<file path="src/rtl/multicycle_seq.sv">
// Multi-cycle execution sequencer: fetches over a valid/ready port, holds the instruction
// for decode/ALU, runs loads/stores over a valid/ready data port, and owns PC/counters/halt.
module multicycle_seq #(
  parameter int              XLEN     = 32,
  parameter logic [XLEN-1:0] RESET_PC = 32'h8000_0000,
  parameter int              CNT_W    = 64
) (
  input  logic             clk,
  input  logic             rst,
  output logic             ifu_req_valid,
  input  logic             ifu_req_ready,
  output logic [XLEN-1:0]  ifu_req_addr,
  input  logic             ifu_rsp_valid,
  input  logic [31:0]      ifu_rsp_inst,
  output logic [31:0]      inst,
  output logic [XLEN-1:0]  pc,
  input  logic [XLEN-1:0]  next_pc,
  input  logic             is_load,
  input  logic             is_store,
  input  logic             is_ebreak,
  input  logic             reg_wen_dec,
  output logic             lsu_req_valid,
  input  logic             lsu_req_ready,
  output logic             lsu_req_we,
  input  logic             lsu_rsp_valid,
  input  logic [XLEN-1:0]  lsu_rsp_data,
  output logic [XLEN-1:0]  lsu_rdata,
  output logic             reg_wen,
  output logic             commit,
  output logic             halted,
  output logic [1:0]       halt_cause,
  output logic [CNT_W-1:0] mcycle,
  output logic [CNT_W-1:0] minstret
);

  typedef enum logic [2:0] {
    FETCH_REQ,
    FETCH_WAIT,
    EXEC,
    MEM_REQ,
    MEM_WAIT,
    WB,
    HALT
  } state_t;

  localparam logic [31:0]      NOP_INST = 32'h0000_0013;
  localparam logic [CNT_W-1:0] CNT_ONE  = {{(CNT_W-1){1'b0}}, 1'b1};

  state_t state;

  // The reset state is FETCH_REQ, so the fetch request is masked while reset is held.
  assign ifu_req_valid = (state == FETCH_REQ) && !rst;
  assign ifu_req_addr  = pc;

  always_ff @(posedge clk or posedge rst) begin
    if (rst) begin
      state         <= FETCH_REQ;
      pc            <= RESET_PC;
      inst          <= NOP_INST;
      lsu_rdata     <= '0;
      lsu_req_valid <= 1'b0;
      lsu_req_we    <= 1'b0;
      reg_wen       <= 1'b0;
      commit        <= 1'b0;
      halted        <= 1'b0;
      halt_cause    <= 2'b00;
      mcycle        <= '0;
      minstret      <= '0;
    end else begin
      commit  <= 1'b0;
      reg_wen <= 1'b0;
      if (state != HALT) begin
        mcycle <= mcycle + CNT_ONE;
      end
      case (state)
        FETCH_REQ: begin
          if (ifu_req_ready) begin
            state <= FETCH_WAIT;
          end
        end
        FETCH_WAIT: begin
          if (ifu_rsp_valid) begin
            inst  <= ifu_rsp_inst;
            state <= EXEC;
          end
        end
        EXEC: begin
          if (is_ebreak) begin
            // ebreak retires without a writeback and leaves pc on itself.
            state      <= HALT;
            halted     <= 1'b1;
            halt_cause <= 2'b01;
            commit     <= 1'b1;
            minstret   <= minstret + CNT_ONE;
          end else if (is_load || is_store) begin
            state         <= MEM_REQ;
            lsu_req_valid <= 1'b1;
            lsu_req_we    <= is_store;
          end else begin
            state   <= WB;
            commit  <= 1'b1;
            reg_wen <= reg_wen_dec;
          end
        end
        MEM_REQ: begin
          if (lsu_req_ready) begin
            state         <= MEM_WAIT;
            lsu_req_valid <= 1'b0;
          end
        end
        MEM_WAIT: begin
          if (lsu_rsp_valid) begin
            if (!lsu_req_we) begin
              lsu_rdata <= lsu_rsp_data;
            end
            lsu_req_we <= 1'b0;
            state      <= WB;
            commit     <= 1'b1;
            reg_wen    <= reg_wen_dec;
          end
        end
        WB: begin
          minstret <= minstret + CNT_ONE;
          pc       <= next_pc;
          if (next_pc[1:0] != 2'b00) begin
            state      <= HALT;
            halted     <= 1'b1;
            halt_cause <= 2'b10;
          end else begin
            state <= FETCH_REQ;
          end
        end
        HALT: begin
          state <= HALT;
        end
        default: begin
          state <= FETCH_REQ;
        end
      endcase
    end
  end

endmodule

</file>
<file path="config.mk">
export PLATFORM = sky130hd
export DESIGN_NAME = multicycle_seq
export DESIGN_NICKNAME = d
export VERILOG_FILES = /design/src/rtl/multicycle_seq.sv
export SDC_FILE = /design/constraint.sdc
export NUM_CORES = 1
export LEC_CHECK = 0
export CORE_MARGIN = 1
export CORE_UTILIZATION = 49
export DETAILED_ROUTE_END_ITERATION = 8
export PLACE_DENSITY = 0.86
export SYNTH_ARGS = -nofsm -noshare
export SYNTH_HDL_FRONTEND = slang
export SYNTH_SLANG_ARGS = --single-unit
</file>
<file path="constraint.sdc">
create_clock -name clk -period 24.8 [get_ports clk]
set_input_delay 6.2 -clock clk [delete_from_list [all_inputs] [get_ports clk]]
set_output_delay 6.2 -clock clk [all_outputs]
set_load 0.01 [all_outputs]
</file>
# Word-level counts from Yosys, hierarchy flattened
# Cells that the tools add are included.
totals:
  regBits: 234
op_classes:
  n_addsub: 2
  n_eq_ne: 15
  n_mux: 32
  n_bitwise: 1
  n_reduce_logical: 15
ops:
  columns: ["op", "n"]
  rows:
  - ["$add 64x1->64 const B", 2]
  - ["$pmux 64 s2", 1]
  - ["$mux 64", 1]
  - ["$mux 3", 7]
  - ["$pmux 3 s7", 1]
  - ["$ne 2x2->1 const B", 8]
  - ["$mux 1", 14]
  - ["$reduce_and 4->1", 3]
  - ["$pmux 1 s2", 5]
  - ["$eq 3x3->1 const B", 3]
  - ["$reduce_bool 2->1", 4]
  - ["$eq 3x2->1 const B", 2]
  - ["$reduce_and 3->1", 2]
  - ["$mux 2", 2]
  - ["$pmux 2 s2", 1]
  - ["$reduce_and 2->1", 2]
  - ["$eq 3x1->1 const B", 1]
  - ["$logic_not 3->1", 1]
  - ["$ne 3x3->1 const B", 1]
  - ["$logic_and 1x1->1", 1]
  - ["$logic_not 1->1", 1]
  - ["$logic_or 1x1->1", 1]
  - ["$not 1->1", 1]

# Depth between registers and ports, before layout
# Gate-level depths: netlist of run 1.
depth:
  ltp_word: 4
  ltp_mapped: 8

# Worst setup path after synthesis of run 1
# OpenSTA, ideal clock, no wires.
synth_path:
  kind: "in2out"
  from: "in rst"
  to: "out ifu_req_valid"
  arrival_time_ns: 6.553
  required_ns: 18.600
  slack_ns: 12.047
  stages: 1
  n_path_buf: 0
  cell_sequence: "nor4_1"
synth_between:
  elab_chain_len: 2
synth_rtl:
  columns: ["element", "line_no", "rtl"]
  rows:
  - ["start, declared", "9", "input logic rst,"]
  - ["$logic_not 1->1 (no line)", null, null]
  - ["$logic_and 1x1->1", "52", "assign ifu_req_valid = (state == FETCH_REQ) && !rst;"]
  - ["end, declared", "10", "output logic ifu_req_valid,"]
# Every way passes these cells.

# Worst setup path after layout of run 1
# Same ends and word-level chain as after synthesis.

==> results of run 1 <==
state kept, by name, indices dropped and copies added (netlist names), 2 cells and up:
name	count
mcycle	64
halt_cause	2
ifu_req_addr	32
minstret	64
state	3
inst	32
lsu_rdata	32
through the flow:
step,worst slack [ns],cells
detailed placement,10.81,1466
finish,10.75,1511
global route,10.71,1511
CTS,10.79,1511
floorplan,12.05,877
global placement,10.83,1466
final cells by class:
cell class	instances	area share (%)
clock inverters	10	0.908
repair buffers	376	24.9
flip-flops and latches	234	39.0
well taps	275	2.29
multi-input cells	558	27.6
clock buffers	35	4.68
inverters	23	0.624
placed cells by master (no fill, tap or decap), drive strengths merged, types with 10 or more instances in the layout:
cell type	netlist	final
and3	22	22
and4	16	16
clkbuf	15	35
clkdlybuf4s50	0	369
dfrtp	230	230
inv	23	24
mux2	97	97
nand2	57	57
nand3	38	38
nand4	53	53
nor2	39	39
nor3	35	35
nor4	20	20
o21ai	10	10
xnor2	68	68
xor2	58	58
per-layer routing:
layer | track usage, % | wire, um | vias to the layer above
li1 | - | - | 3745
met1 | 31.6 | 10600 | 4086
met2 | 44.3 | 14400 | 378
met3 | 7.39 | 2480 | 70
met4 | 9.23 | 1030 | 0
met5 | 0 | 0 | -
worst max-delay path, stage by stage:
cell	delay, ns
clkdlybuf4s50_1	0.51
nor4_1	0.49
clkdlybuf4s50_1	0.65
worst paths after layout:
path / endpoint / slack (ns) / cells after the start
max in group asynchronous: lsu_rdata[15] / 17.18 / 3
min reg2reg: mcycle[63] / 0.47 / 1
max: ifu_req_valid / 10.75 / 3
min in group asynchronous: inst[6] / 6.23 / 2
max reg2reg: mcycle[38] / 21.60 / 6
min: mcycle[63] / 0.47 / 1
cell families after synthesis:
logic type | after synthesis | synth area share, %
compound gates | 22 | 1.32
xor+xnor | 126 | 10.5
fa+ha+maj | 2 | 0.239
buf+inv | 85 | 4.61
flops | 234 | 56.0
mux | 98 | 10.5
simple gates | 310 | 16.8
report_power, final:
part	leakage [nW]	switching, mW	internal, mW
registers	2.94	0.0818	0.482
logic	3.00	0.201	0.319
clock network	0.415	0.151	0.229
total	6.35	0.434	1.03
==> impl_metrics.ini, run 1 <==
[global_routing]
grt_usage_pct = 26.0
grt_pass1_vias = 8296
grt_max_degree = 96
grt_pass1_wl_um = 45200
gr-total-overflow = 0
antenna_found_initial = 0

[routing]
drt_pass1_iterations = 7
routedWlPerCell_um = 18.9
wirelength_um = 28500
remaining_drc_errors = 2
ant_nets = 0
drtIter0Drc = 472
vias = 8279
via_per_inst = 5.48

[floorplanning]
start_util_pct = 49.9
dieWidth_um = 148
core_area_um2 = 21000
die_area_um2 = 21900
num_io_pins = 370
rows = 53
die_h_um = 148

[synth]
synth.most_common_cell = dfrtp_1
synth_seq_cells = 234
synth_cells = 877
synth.net_count = 985
ys.flop_type = dfrtp_1
yosysWarnings = 0
syn_area_um2 = 10500
syn_avg_cell_area_um2 = 11.9
synthTopCellsByCount = dfrtp_1, mux2_2, xnor2_1
yosys.area.top_type = dfrtp_1
synthArstFlopShare_pct = 100
synth_edf_count = 0
synth.area.top_cells = dfrtp_1, mux2_2, xnor2_1
yosysSeqAreaShare_pct = 56.0
yosysUniqueCellTypes = 50
synth_top_area_share_pct = 55.0

[power_and_ir_drop]
p_leak_nw = 6.35
power_mw = 1.46
irDropWorstVdd_v = 0.0000961
p_per_area_nw_per_um2 = 97.5

[place]
io_buffers = 369
place_congestion = 0.865
post_dp_cell_area_um2 = 14200
place_hpwl_um = 20700

[cts]
clkTransAtPathRegs_ns = 0.06
insertion_delay_ns = 0.52
post_cts_buffers = 0
cts_root_buf = clkbuf_16
cts_tree = yes
cts_buffer_depth = 3
cts_inserted_buffers = 25
htreeDepth = 1
postCtsHoldBufs = 0
cts_sinks = 234
cts_resized = 0

[sta]
whs_ns = 0.472
slew_violations = 0
worstMarginPinSlew_ns = 0.948
setup-violations-final = 0
setup_tns_ns = 0
fin_crit_ns = 14.05
maxSlewHeadroom_pct = 36.8
min_period_over_period_pct = 56.6
grt_setup_unrepaired = false
clock_skew_ns = 0.0234
hold_viol = 0
fmaxAchievable_mhz = 71.2

[min_path]
hp-class = reg2reg
min-delay-start = mcycle[63]

[worst_setup_path]
crit_start = rst
r2r-start = mcycle[0]
required_ns = 18.60
critPathMaxFanout = 2
start_kind = input pin
critical_path_class = in2out
endpoint_kind = primary output
critPathArrivalTime_ns = 7.85

[run_status]
violations = DRC
status = finished, violations left

[layout]
syn2layout_area_growth_pct = 43.6
final_area_um2 = 15000
num_antenna_cells = 0
fin_util_pct = 71.7
finish.net_count = 1326
multi_input_area_um2 = 4140
nFillCells = 1455
drive_above_1_share_pct = 13.2
seqCellArea_um2 = 5860

[run]
maxCapViolations = 0
Power figures use the tool's default switching activity.
==> run 2: changes to the inputs <==
Settings changed: CORE_UTILIZATION 49 to 45, PLACE_DENSITY 0.86 to 0.8.
Clock period 24.8 ns to 14.3 ns, I/O delays scaled along.
==> impl_metrics.ini, run 2 (synthesized netlist as in run 1, its figures left out) <==
[run_status]
status = completed

[layout]
num_antenna_cells = 0
fin_util_pct = 66.4
drive_above_1_share_pct = 13.5
final_cell_mix = clkdlybuf4s50_1, dfrtp_1, mux2_2
nFillCells = 1713
syn2layout_area_growth_pct = 44.1
finish.net_count = 1326
mostFrequentLayoutCell = clkdlybuf4s50_1
reg.largest.list = mcycle: 64 flops, minstret: 64 flops
fin_cells = 1522
final_area_um2 = 15100

[floorplanning]
die_h_um = 155
start_util_pct = 46.1
rows = 55
core_area_um2 = 22700
dieWidth_um = 155
num_io_pins = 370
die_area_um2 = 23900

[routing]
drt_pass1_iterations = 4
vias = 8105
remaining_drc_errors = 0
wirelength_um = 27700
via_per_inst = 5.33
routedWlPerCell_um = 18.2
ant_nets = 0
drtIter0Drc = 384

[sta]
setup_tns_ns = 0
fin_ws_ns = 5.85
worstMarginPinSlew_ns = 1.01
grt_setup_unrepaired = false
slew_violations = 0
setup-violations-final = 0
clock_skew_ns = 0.0173
min_period_over_period_pct = 59.1
maxSlewHeadroom_pct = 32.8
fmaxAchievable_mhz = 118
fin_crit_ns = 8.45
hold_viol = 0
whs_ns = 0.476

[run]
maxCapViolations = 0

[global_routing]
grt_pass1_wl_um = 44600
grt_max_degree = 84
antenna_found_initial = 0
gr-total-overflow = 0
grt_usage_pct = 23.4
grt_pass1_vias = 8254

[worst_setup_path]
rr_worst_depth = 6
critPathMaxFanout = 2
critical_path_class = in2out
required_ns = 10.72
start_kind = input pin
critPathArrivalTime_ns = 4.88
endpoint_kind = primary output

[power_and_ir_drop]
p_per_area_nw_per_um2 = 169
p_int_mw = 1.81
p_leak_nw = 6.37
pwr-share-clk_pct = 26.7
irDropWorstVdd_v = 0.000124
p_sw_share_pct = 29.2
power_mw = 2.55
p_comb_share_pct = 34.8
share_seq_of_total_power_pct = 38.5
switching_power_mw = 0.746

[cts]
clkTransAtPathRegs_ns = 0.06
cts_inserted_buffers = 26
htreeDepth = 1
post_cts_buffers = 0
postCtsHoldBufs = 0
cts_buffer_depth = 3
insertion_delay_ns = 0.52
cts_resized = 0
cts_sinks = 234
cts_root_buf = clkbuf_16
cts_tree = yes

[min_path]
hold_path_depth = 1
hp-class = reg2reg

[place]
dpl_worst_slack_ns = 5.86
dpl.cell_count = 1475
io_buffers = 369
post_dp_cell_area_um2 = 14200
place_hpwl_um = 20000
place_congestion = 0.840
## run 2: cell count changes in the layout (fill, tap and decap cells not counted)
| cell | previous run | this run |
|---|---|---|
| clkinv_4 | 2 | 0 |
| clkbuf_16 | 25 | 27 |
| inv_6 | 1 | 0 |
| clkinv_2 | 4 | 9 |
| clkbuf_1 | 6 | 3 |
| buf_4 | 7 | 6 |
| clkinvlp_4 | 0 | 1 |
## run 2: metal layers
layer | vias up | global-route usage (%) | routed length, um
li1 | 3739 | - | -
met1 | 4015 | 29.0 | 11000
met2 | 306 | 40.0 | 13700
met3 | 45 | 6.53 | 2220
met4 | 0 | 6.32 | 738
met5 | - | 0 | 0
## run 2: final timing paths
path | start | end | slack [ns]
worst min-delay path | mcycle[63] | mcycle[63] | 0.48
min in group asynchronous | rst | inst[15] | 3.53
worst max register to register | mcycle[0] | mcycle[38] | 11.02
worst max-delay path | rst | ifu_req_valid | 5.85
max in group asynchronous | rst | minstret[44] | 9.28
worst min register to register | mcycle[63] | mcycle[63] | 0.48
## run 2: cell type report
cell class                      count  area, um2  share of cell area (%)
Clock buffer                       34        742                    4.92
Clock inverter                     13        143                   0.946
Inverter                           23       93.8                   0.622
Multi-Input combinational cell    558       4140                    27.5
Sequential cell                   234       5860                    38.9
Tap cell                          285        357                    2.36
Timing Repair Buffer              375       3740                    24.8
## run 2: worst max-delay path, stage by stage
cell and delay, ns:
clkdlybuf4s50_1 0.51, nor4_1 0.21, clkdlybuf4s50_1 0.58
## run 2: power groups by stage
stage                     combinational (mW)  clock [mW]  sequential, mW
after floorplan                        0.382           0            1.03
after global placement                 0.880           0           0.982
after detailed placement               0.894           0           0.993
after CTS                              0.901       0.695           0.985
after global routing                   0.943       0.724            1.01
final                                  0.888       0.681           0.983
==> run 3: changes to the inputs <==
Clock period 14.3 ns to 8.15 ns, I/O delays scaled along.
==> impl_metrics.ini, run 3 (synthesized netlist as in run 1, its figures left out) <==
[global_routing]
grt_pass1_vias = 8262
gr-total-overflow = 0
grt_usage_pct = 23.3
grt_pass1_wl_um = 44500
grt_max_degree = 167
antenna_found_initial = 0

[place]
dpl.cell_count = 1475
io_buffers = 369
place_hpwl_um = 20000
post_dp_cell_area_um2 = 14200
dpl_worst_slack_ns = 2.80
place_congestion = 0.840

[worst_setup_path]
start_kind = input pin
critPathArrivalTime_ns = 3.31
required_ns = 6.11
rr_endpoint = mcycle[38]
r2r-start = mcycle[0]
rr_worst_depth = 6
critPathMaxFanout = 2
reg2reg_setup_slack_ns = 4.90
critical_path_class = in2out
endpoint_kind = primary output

[min_path]
hold_path_depth = 1
whs_endpoint = mcycle[63]
min-delay-start = mcycle[63]
hp-class = reg2reg

[layout]
final_cell_mix = clkdlybuf4s50_1, dfrtp_1, mux2_2
num_antenna_cells = 0
mostFrequentLayoutCell = clkdlybuf4s50_1
final_area_um2 = 15000
finish.net_count = 1326
drive_above_1_share_pct = 12.9
fin_cells = 1522
fin_util_pct = 66.2
nFillCells = 1710
multi_input_area_um2 = 4140
syn2layout_area_growth_pct = 43.6
reg.largest.list = mcycle: 64 flops, minstret: 64 flops
seqCellArea_um2 = 5860

[cts]
postCtsHoldBufs = 0
clkTransAtPathRegs_ns = 0.06
post_cts_buffers = 0
cts_buffer_depth = 3
htreeDepth = 1
cts_sinks = 234
cts_tree = yes
cts_root_buf = clkbuf_16
cts_inserted_buffers = 26
insertion_delay_ns = 0.52
cts_resized = 0

[sta]
clock_skew_ns = 0.00781
worstMarginPinSlew_ns = 0.908
min_period_over_period_pct = 65.6
maxSlewHeadroom_pct = 39.3
fmaxAchievable_mhz = 187
setup-violations-final = 0
setup_tns_ns = 0
fin_ws_ns = 2.81
whs_ns = 0.479
fin_crit_ns = 5.34
grt_setup_unrepaired = false
slew_violations = 0
hold_viol = 0

[routing]
remaining_drc_errors = 0
routedWlPerCell_um = 18.1
drtIter0Drc = 453
via_per_inst = 5.33
ant_nets = 0
wirelength_um = 27600
drt_pass1_iterations = 5
vias = 8112

[floorplanning]
die_h_um = 155
num_io_pins = 370
start_util_pct = 46.1
core_area_um2 = 22700
die_area_um2 = 23900
rows = 55
dieWidth_um = 155

[run]
maxCapViolations = 0

[power_and_ir_drop]
p_leak_nw = 6.34
power_mw = 4.41
p_per_area_nw_per_um2 = 293
irDropWorstVdd_v = 0.000222

[run_status]
status = completed
-- run 3: metal layers --
metal / global-route usage (%) / share of wire (%) / up-vias
met5: 0 / 0 / -
met1: 28.6 / 40 / 3982
met4: 7.64 / 3.5 / 0
met2: 39.2 / 49 / 328
li1: - / - / 3733
met3: 7.00 / 8.4 / 69
-- run 3: worst max-delay path by stage --
stage	startpoint	cells after the start	end
floorplan	rst	1	commit
global placement	rst	3	ifu_req_valid
detailed placement	rst	3	ifu_req_valid
CTS	rst	3	ifu_req_valid
global route	rst	3	ifu_req_valid
finish	rst	3	ifu_req_valid
-- run 3: critical path, stage by stage --
cell	delay, ns
clkdlybuf4s50_1	0.47
nor4_1	0.21
clkdlybuf4s50_1	0.59
-- run 3: layout make-up --
class                      count  share of cell area [%]
tap                          285                    2.37
sequential                   234                    39.0
clock buffer                  46                    5.50
clock inverter                 1                  0.0333
multi-input combinational    558                    27.6
timing repair buffer         375                    25.0
inverter                      23                   0.599
-- run 3: power breakdown --
group	total [mW]	internal (mW)	switching, mW
Sequential	1.72	1.47	0.254
Combinational	1.55	0.969	0.586
Clock	1.14	0.680	0.456
